$ cat src/rtl/bali_uart_pkg.sv
// bali_uart_pkg: shared state, error codes and frame constants for the UART loader
package bali_uart_pkg;
  typedef enum logic [1:0] {IDLE, LEN_LO, DATA, CSUM} state_t;
  typedef enum logic [1:0] {ERR_NONE = 2'd0, ERR_CSUM = 2'd1, ERR_TIMEOUT = 2'd2, ERR_LEN = 2'd3} err_t;
  localparam int HDR_BYTES = 2;
endpackage

$ cat src/rtl/uart_loader_if.sv
// uart_loader_if: received-byte input, memory write port and status of the loader
interface uart_loader_if #(parameter int ADDR_WIDTH = 16);
  import bali_uart_pkg::*;
  logic rx_done;
  logic [7:0] rx_data;
  logic mem_we;
  logic [ADDR_WIDTH-1:0] mem_addr;
  logic [7:0] mem_wdata;
  logic busy;
  logic load_done;
  logic load_err;
  err_t err_code;
  modport master (
    output rx_done, rx_data,
    input mem_we, mem_addr, mem_wdata, busy, load_done, load_err, err_code
  );
  modport slave (
    input rx_done, rx_data,
    output mem_we, mem_addr, mem_wdata, busy, load_done, load_err, err_code
  );
endinterface

$ cat src/rtl/uart_loader.sv
// uart_loader: writes a length-prefixed, checksummed byte image from uart_rx into memory
module uart_loader
  import bali_uart_pkg::*;
#(
  parameter int ADDR_WIDTH = 16,
  parameter int TIMEOUT_CYCLES = 50000
) (
  input logic clk,
  input logic rst,
  uart_loader_if.slave bus
);
  localparam int TW = $clog2(TIMEOUT_CYCLES + 1);
  state_t state;
  logic [7:0] len_hi, sum;
  logic [15:0] len, len_next;
  logic [ADDR_WIDTH:0] cnt;
  logic [TW-1:0] tcnt;
  logic last, expired, too_long;
  assign len_next = {len_hi, bus.rx_data};
  assign last = (32'(cnt) + 32'd1) == 32'(len);
  assign too_long = 32'(len_next) > (32'd1 << ADDR_WIDTH);
  assign expired = state != IDLE && tcnt == TW'(TIMEOUT_CYCLES - 1);
  // rx_done is checked before expiry so a byte arriving on the last cycle still counts
  always_ff @(posedge clk) begin
    if (rst) begin
      state <= IDLE;
      len_hi <= '0;
      len <= '0;
      sum <= '0;
      cnt <= '0;
      tcnt <= '0;
      bus.mem_we <= 1'b0;
      bus.mem_addr <= '0;
      bus.mem_wdata <= '0;
      bus.busy <= 1'b0;
      bus.load_done <= 1'b0;
      bus.load_err <= 1'b0;
      bus.err_code <= ERR_NONE;
    end else begin
      bus.mem_we <= 1'b0;
      bus.load_done <= 1'b0;
      bus.load_err <= 1'b0;
      tcnt <= (bus.rx_done || state == IDLE) ? '0 : tcnt + 1'b1;
      if (bus.rx_done) begin
        case (state)
          IDLE: begin
            len_hi <= bus.rx_data;
            bus.err_code <= ERR_NONE;
            bus.busy <= 1'b1;
            state <= LEN_LO;
          end
          LEN_LO: begin
            len <= len_next;
            sum <= '0;
            cnt <= '0;
            if (too_long) begin
              state <= IDLE;
              bus.busy <= 1'b0;
              bus.load_err <= 1'b1;
              bus.err_code <= ERR_LEN;
            end else state <= len_next == 16'd0 ? CSUM : DATA;
          end
          DATA: begin
            bus.mem_we <= 1'b1;
            bus.mem_addr <= cnt[ADDR_WIDTH-1:0];
            bus.mem_wdata <= bus.rx_data;
            sum <= sum + bus.rx_data;
            cnt <= cnt + 1'b1;
            if (last) state <= CSUM;
          end
          CSUM: begin
            state <= IDLE;
            bus.busy <= 1'b0;
            if (bus.rx_data == sum) bus.load_done <= 1'b1;
            else begin
              bus.load_err <= 1'b1;
              bus.err_code <= ERR_CSUM;
            end
          end
        endcase
      end else if (expired) begin
        state <= IDLE;
        bus.busy <= 1'b0;
        bus.load_err <= 1'b1;
        bus.err_code <= ERR_TIMEOUT;
      end
    end
  end
endmodule

$ cat src/flat_wrapper.sv
// flat-port wrapper written by rule: the top's interface ports become plain ports
module uart_loader_flat import bali_uart_pkg::*;
#(
  parameter int ADDR_WIDTH = 16,
  parameter int TIMEOUT_CYCLES = 50000
)
  (clk, rst, bus_rx_done, bus_rx_data, bus_mem_we, bus_mem_addr, bus_mem_wdata, bus_busy, bus_load_done, bus_load_err, bus_err_code);
  uart_loader_if #(.ADDR_WIDTH(ADDR_WIDTH)) bus_i ();
  input logic clk;
  input logic rst;
  input wire logic [$bits(bus_i.rx_done)-1:0] bus_rx_done;
  input wire logic [$bits(bus_i.rx_data)-1:0] bus_rx_data;
  output wire logic [$bits(bus_i.mem_we)-1:0] bus_mem_we;
  output wire logic [$bits(bus_i.mem_addr)-1:0] bus_mem_addr;
  output wire logic [$bits(bus_i.mem_wdata)-1:0] bus_mem_wdata;
  output wire logic [$bits(bus_i.busy)-1:0] bus_busy;
  output wire logic [$bits(bus_i.load_done)-1:0] bus_load_done;
  output wire logic [$bits(bus_i.load_err)-1:0] bus_load_err;
  output wire logic [$bits(bus_i.err_code)-1:0] bus_err_code;
  assign bus_i.rx_done = bus_rx_done;
  assign bus_i.rx_data = bus_rx_data;
  assign bus_mem_we = bus_i.mem_we;
  assign bus_mem_addr = bus_i.mem_addr;
  assign bus_mem_wdata = bus_i.mem_wdata;
  assign bus_busy = bus_i.busy;
  assign bus_load_done = bus_i.load_done;
  assign bus_load_err = bus_i.load_err;
  assign bus_err_code = bus_i.err_code;
  uart_loader #(.ADDR_WIDTH(ADDR_WIDTH), .TIMEOUT_CYCLES(TIMEOUT_CYCLES)) u_core (.clk(clk), .rst(rst), .bus(bus_i));
endmodule
$ cat config.mk
export PLATFORM = sky130hd
export DESIGN_NAME = uart_loader_flat
export DESIGN_NICKNAME = d
export VERILOG_FILES = /design/src/rtl/bali_uart_pkg.sv /design/src/rtl/uart_loader_if.sv /design/src/rtl/uart_loader.sv /design/src/flat_wrapper.sv
export SDC_FILE = /design/constraint.sdc
export NUM_CORES = 1
export LEC_CHECK = 0
export BUFFER_PORTS_ARGS = -buffer_cell sky130_fd_sc_hd__buf_2
export CAP_MARGIN = 20
export CORE_UTILIZATION = 60
export DETAILED_ROUTE_END_ITERATION = 10
export GPL_TIMING_DRIVEN = 0
export HOLD_SLACK_MARGIN = 0.08
export PLACE_DENSITY = 0.79
export SETUP_SLACK_MARGIN = 0.05
export SLEW_MARGIN = 10
export SYNTH_ARGS = -nofsm -noshare
export SYNTH_HDL_FRONTEND = slang
export SYNTH_SLANG_ARGS = --single-unit
export TNS_END_PERCENT = 50
$ cat constraint.sdc
create_clock -name clk -period 4.9 [get_ports clk]
set_clock_uncertainty 0.1 [all_clocks]
set_input_delay 0.245 -clock clk [delete_from_list [all_inputs] [get_ports clk]]
set_output_delay 0.245 -clock clk [all_outputs]
set_load 0.03 [all_outputs]
Word-level counts from Yosys, hierarchy flattened

Cells that the tools add are included.

Memory bits (writable): 0
Logic and storage cells: 65
Register bits after elaboration: 97
Memory bits (read-only): 0
Memories kept: 0
Bits in latches: 0
Output and inout port bits: 30

Div/mod/pow operators: 0
Bitwise operators: 2
Reductions and logical operators: 17
Add/sub/neg operators: 4
Shifts and indexed selects: 0
Equality and inequality tests: 9
Order comparisons: 0
Muxes and demuxes: 20
Multipliers: 0

Operators with widths:

| operator                                                                 | count |
|---|---|
| 17-bit case mux with 2 select lines                                      | 1 |
| 32-bit by 16-bit == test with 1-bit output                               | 1 |
| 17-bit by 1-bit adder with 18-bit output (second input constant)         | 1 |
| 17-bit by 1-bit adder with 17-bit output (second input constant)         | 1 |
| 16-bit by 1-bit adder with 16-bit output (second input constant)         | 1 |
| 16-bit == test (second input constant)                                   | 1 |
| 16-bit logical NOT                                                       | 1 |
| 8-bit case mux with 2 select lines                                       | 1 |
| 2-bit two-way mux                                                        | 6 |
| 2-bit AND reduction                                                      | 6 |
| 1-bit two-way mux                                                        | 9 |
| 8-bit adder                                                              | 1 |
| 8-bit == test                                                            | 1 |
| 2-bit case mux with 4 select lines                                       | 1 |
| 2-bit nonzero test                                                       | 3 |
| 2-bit == test (second input constant)                                    | 2 |
| 2-bit case mux with 2 select lines                                       | 1 |
| 2-bit OR reduction                                                       | 2 |
| 3-bit by 1-bit inequality test with 1-bit output (second input constant) | 1 |
| 3-bit by 2-bit inequality test with 1-bit output (second input constant) | 1 |
| 3-bit inequality test (second input constant)                            | 1 |
| 3-bit AND reduction                                                      | 1 |
| 3-bit OR reduction                                                       | 1 |
| 2-bit by 1-bit == test with 1-bit output (second input constant)         | 1 |
| other kinds (5)                                                          | 6 |

Depth between registers and ports, before layout

Depth after elaboration: 5
Gate-level depth with buffers: 10
Mapped depth without buffers: 9

Worst setup path after synthesis

Ideal clock, no wire load.

Path type: register to register
Start point: register u_core.cnt[1]
End point: register u_core.state[0]
Period minus slack after synthesis: 2.272 ns
Cell stages (with the launch flop): 11
Arrival time: 2.046 ns
Data required time: 4.674 ns
Slack: 2.628 ns
Path through: dfxtp_1 > ha_1 > buf_2 > nand3_2 > buf_6 > or3_1 > a22oi_1 > nand4_1 > nor4_4 > and2_1 > o211ai_1

Longest elaborated chain between the ends: 4

RTL lines:

| item                                                       | RTL line          | text |
|---|---|---|
| from (decl)                                                | uart_loader.sv:16 | `logic [ADDR_WIDTH:0] cnt;` |
| from (signal assigned)                                     | uart_loader.sv:68 | `cnt <= cnt + 1'b1;` |
| 17-bit by 1-bit adder with 18-bit output                   | uart_loader.sv:20 | `assign last = (32'(cnt) + 32'd1) == 32'(len);` |
| 32-bit by 16-bit == test with 1-bit output                 | uart_loader.sv:20 |  |
| 3-bit by 2-bit inequality test with 1-bit output (no line) | n/a               |  |
| 2-bit AND reduction (no line)                              | n/a               |  |
| to (signal assigned)                                       | uart_loader.sv:61 | `end else state <= len_next == 16'd0 ? CSUM : DATA;` |
| to (decl)                                                  | uart_loader.sv:13 | `state_t state;` |

No other way between the ends.
A chain may end at the register's enable or synchronous reset.

Worst setup path in the final report

Start point: input bus_rx_data[1]
End point: register u_core.sum[7]

Longest elaborated chain between the ends: 2

RTL lines:

| item                               | RTL line           | text |
|---|---|---|
| from (decl)                        | flat_wrapper.sv:12 | `input wire logic [$bits(bus_i.rx_data)-1:0] bus_rx_data;` |
| 8-bit adder                        | uart_loader.sv:67  | `sum <= sum + bus.rx_data;` |
| 8-bit case mux with 2 select lines | uart_loader.sv:45  | `case (state)` |
| to (signal assigned)               | uart_loader.sv:67  |  |
| to (decl)                          | uart_loader.sv:14  | `logic [7:0] len_hi, sum;` |

No other way between the ends.

==> flow_summary.toml <==
[timing]
tightest_slew_ns = 0.741
hold_ws_ns = 0.0979
hold_viol_final = 0
relSlewSlack = 0.506
period_minus_slack_ns = 2.64
tns_ns = 0
achievable-frequency_mhz = 378
setup_viol = 0
timing.final.crit_share = 0.540
rsz0062_at_grt = "false"
drv_slew = 0

[pwr]
peakVddDrop_mv = 0.150
p_per_area_mw_per_mm2 = 266
leakage_nw = 2.07

[grt]
grt_max_degree = 21
grt_overflow = 0
grt_pass1_vias = 4283
grtUsageTotal = 0.304
antenna_found_initial = 0
grt_pass1_wl_um = 20200

[clocking]
clk_path_buf_depth = 2
cts-root-buf = "clkbuf_8"
ctsResizeCount = 0
insertion_delay_ns = 0.38
cts_tree = "done"
cts.clk_slew.worst_paths_ns = 0.12
clkSinkCount = 97
cts_buffers = 9
ctsHtreeMaxLevel = 3

[synthesis]
synth_async_sr_flop_share = 0
syn-num-nets = 632
synth.avg_cell_area_sq_um = 7.97
yosys_warnings = 0
seq_area_frac_synth = 0.402
ys_ff_latch = 97
ys_types = 60
synth_ff_type = "dfxtp_1"
mappedNetlistArea_sq_mm = 0.00483
synth_edf_count = 0
netlist_instances = 606

[detailed_routing]
viasPerCell = 5.89
first_pass_iters = 5
drc = 0
num_vias = 4540
ant_nets = 0
wl_per_cell_um = 15.8
drt-initial-drc-count = 358
wirelength_um = 12100

[placement]
io_buffers = 40
dpl.hpwl_um = 8750
gp_congestion = 0.907

[finish]
antenna_cells = 0
nNetsFinal = 690
seq_area_sq_mm = 0.00194
multiInputGateArea_sq_mm = 0.00268
fillCellCount = 656
layout-drive-gt1-share = 0.126
area_growth_pct = 12.5

[floorplan]
io_pins = 41
die_w_um = 91.7
coreArea_sq_mm = 0.00777
die_area_sq_mm = 0.00841
dieHeight_um = 91.7
rows = 32
start_util = 0.621

[setup_path]
crit_type = "in2reg"
crit_path_max_fanout = 6
start_kind = "input port"
end_kind = "flop"
cp.required_ns = 5.12
r2r_slack_ns = 2.30
reg2reg_depth = 10
cp.arrival_ns = 2.87

[outcome]
status = "finished clean"

[hold_path]
hold_depth = 3
hold_path_class = "in2reg"

[run]
cap_violations = 0
==> placed cells by master, fill, tap and decap left out, types with 3 or more instances in the layout <==
cell type and count:
xor2_1 15, dfxtp_1 97, o2111a_1 3, and3_1 6, nand2_1 131, a211oi_1 3, xnor2_1 20, a2111oi_0 3
clkbuf_1 26, clkbuf_8 9, a21oi_1 71, inv_1 9, a21o_1 4, clkbuf_2 3, or3_1 6, a311oi_1 4
a22oi_1 13, nor3_1 12, buf_2 46, and2_1 5, ha_1 14, o21ai_0 16, nor4_4 3, nand3_1 15
nand4_1 7, nor4_1 6, dlygate4sd3_1 7, nor2_1 58, nand2b_1 5, and4_1 4
==> report_power, final <==
| part | total (mW) | switching (mW) | internal (mW) |
|---|---|---|---|
| logic | 0.103 | 0.0694 | 0.0337 |
| registers | 0.808 | 0.00918 | 0.798 |
| clock network | 0.532 | 0.327 | 0.205 |
==> sequential cells by signal, summed over array words and instances (netlist names) <==
signal	count
u_core.bus.busy	1
u_core.bus.mem_addr	16
u_core.bus.load_err	1
u_core.bus.err_code	2
u_core.tcnt	16
u_core.bus.load_done	1
u_core.len_hi	8
u_core.bus.mem_we	1
u_core.sum	8
u_core.state	2
u_core.len	16
u_core.bus.mem_wdata	8
u_core.cnt	17
==> logic make-up after synthesis <==
group,Yosys count,share of synthesized area
xor+xnor,35,0.0635
buf+inv,49,0.0435
compound gates,134,0.174
flops,97,0.402
simple gates,276,0.276
fa+ha+maj,15,0.0404
==> through the flow <==
step,power (mW),cell area (sq um),worst slack [ns],util,instances
floorplan,0.886,4830,2.63,-,606
global placement,0.919,5150,2.37,0.664,748
detailed placement,0.922,5150,2.34,0.664,748
CTS,1.45,5430,2.28,0.699,771
global route,1.49,5430,2.04,0.699,771
finish,1.44,5430,2.26,0.699,771
==> routing by layer <==
layer  global-route usage  wire length [um]
met1                0.386              5310
met2                0.504              5690
met3               0.0564               805
met4                0.135               347
met5                    0                 0
==> synth_stat cells (7+ instances only) <==
cell,n,share of area
a22oi_1,13,0.020
dfxtp_1,97,0.40
xnor2_1,20,0.036
clkbuf_1,26,0.020
nand2_1,131,0.10
nor2_1,58,0.045
ha_1,14,0.036
nor3_1,12,0.012
o21ai_0,16,0.017
xor2_1,15,0.027
inv_1,9,0.0070
a21oi_1,71,0.074
nand4_1,7,0.0091
nand3_1,15,0.016
==> path summary, 6_finish.rpt <==
| check | startpoint | endpoint |
|---|---|---|
| max | bus_rx_data[1] | u_core.sum[7]$_SDFFE_PP0P_ |
| max reg2reg | u_core.cnt[1]$_SDFFE_PP0P_ | u_core.state[1]$_SDFFE_PP0P_ |
| min reg2reg | u_core.bus.mem_addr[7]$_SDFFE_PP0P_ | u_core.bus.mem_addr[7]$_SDFFE_PP0P_ |
| min | bus_rx_data[7] | u_core.bus.mem_wdata[7]$_SDFFE_PP0P_ |
==> critical path, cell delays in order <==
cell and delay (ns):
dlygate4sd3_1 0.53, buf_2 0.18, ha_1 0.32, a21o_1 0.16, a21oi_1 0.22, o21bai_1 0.11, a2111oi_0 0.42, nor3_1 0.14
a2111oi_0 0.38, a311o_1 0.16
==> layout make-up <==
type,instances,area share
Sequential cell,97,0.358
Clock buffer,9,0.0228
Tap cell,102,0.0235
Clock inverter,7,0.0150
Buffer,40,0.0325
Inverter,9,0.00622
Timing Repair Buffer,47,0.0498
Multi-Input combinational cell,460,0.493
==> timing repair <==
action                                 CTS  global route
buffers inserted                         0             0
endpoints found under the hold margin   21             0
hold buffers                             7             0
Note: power is estimated with default switching activity, not from simulation.
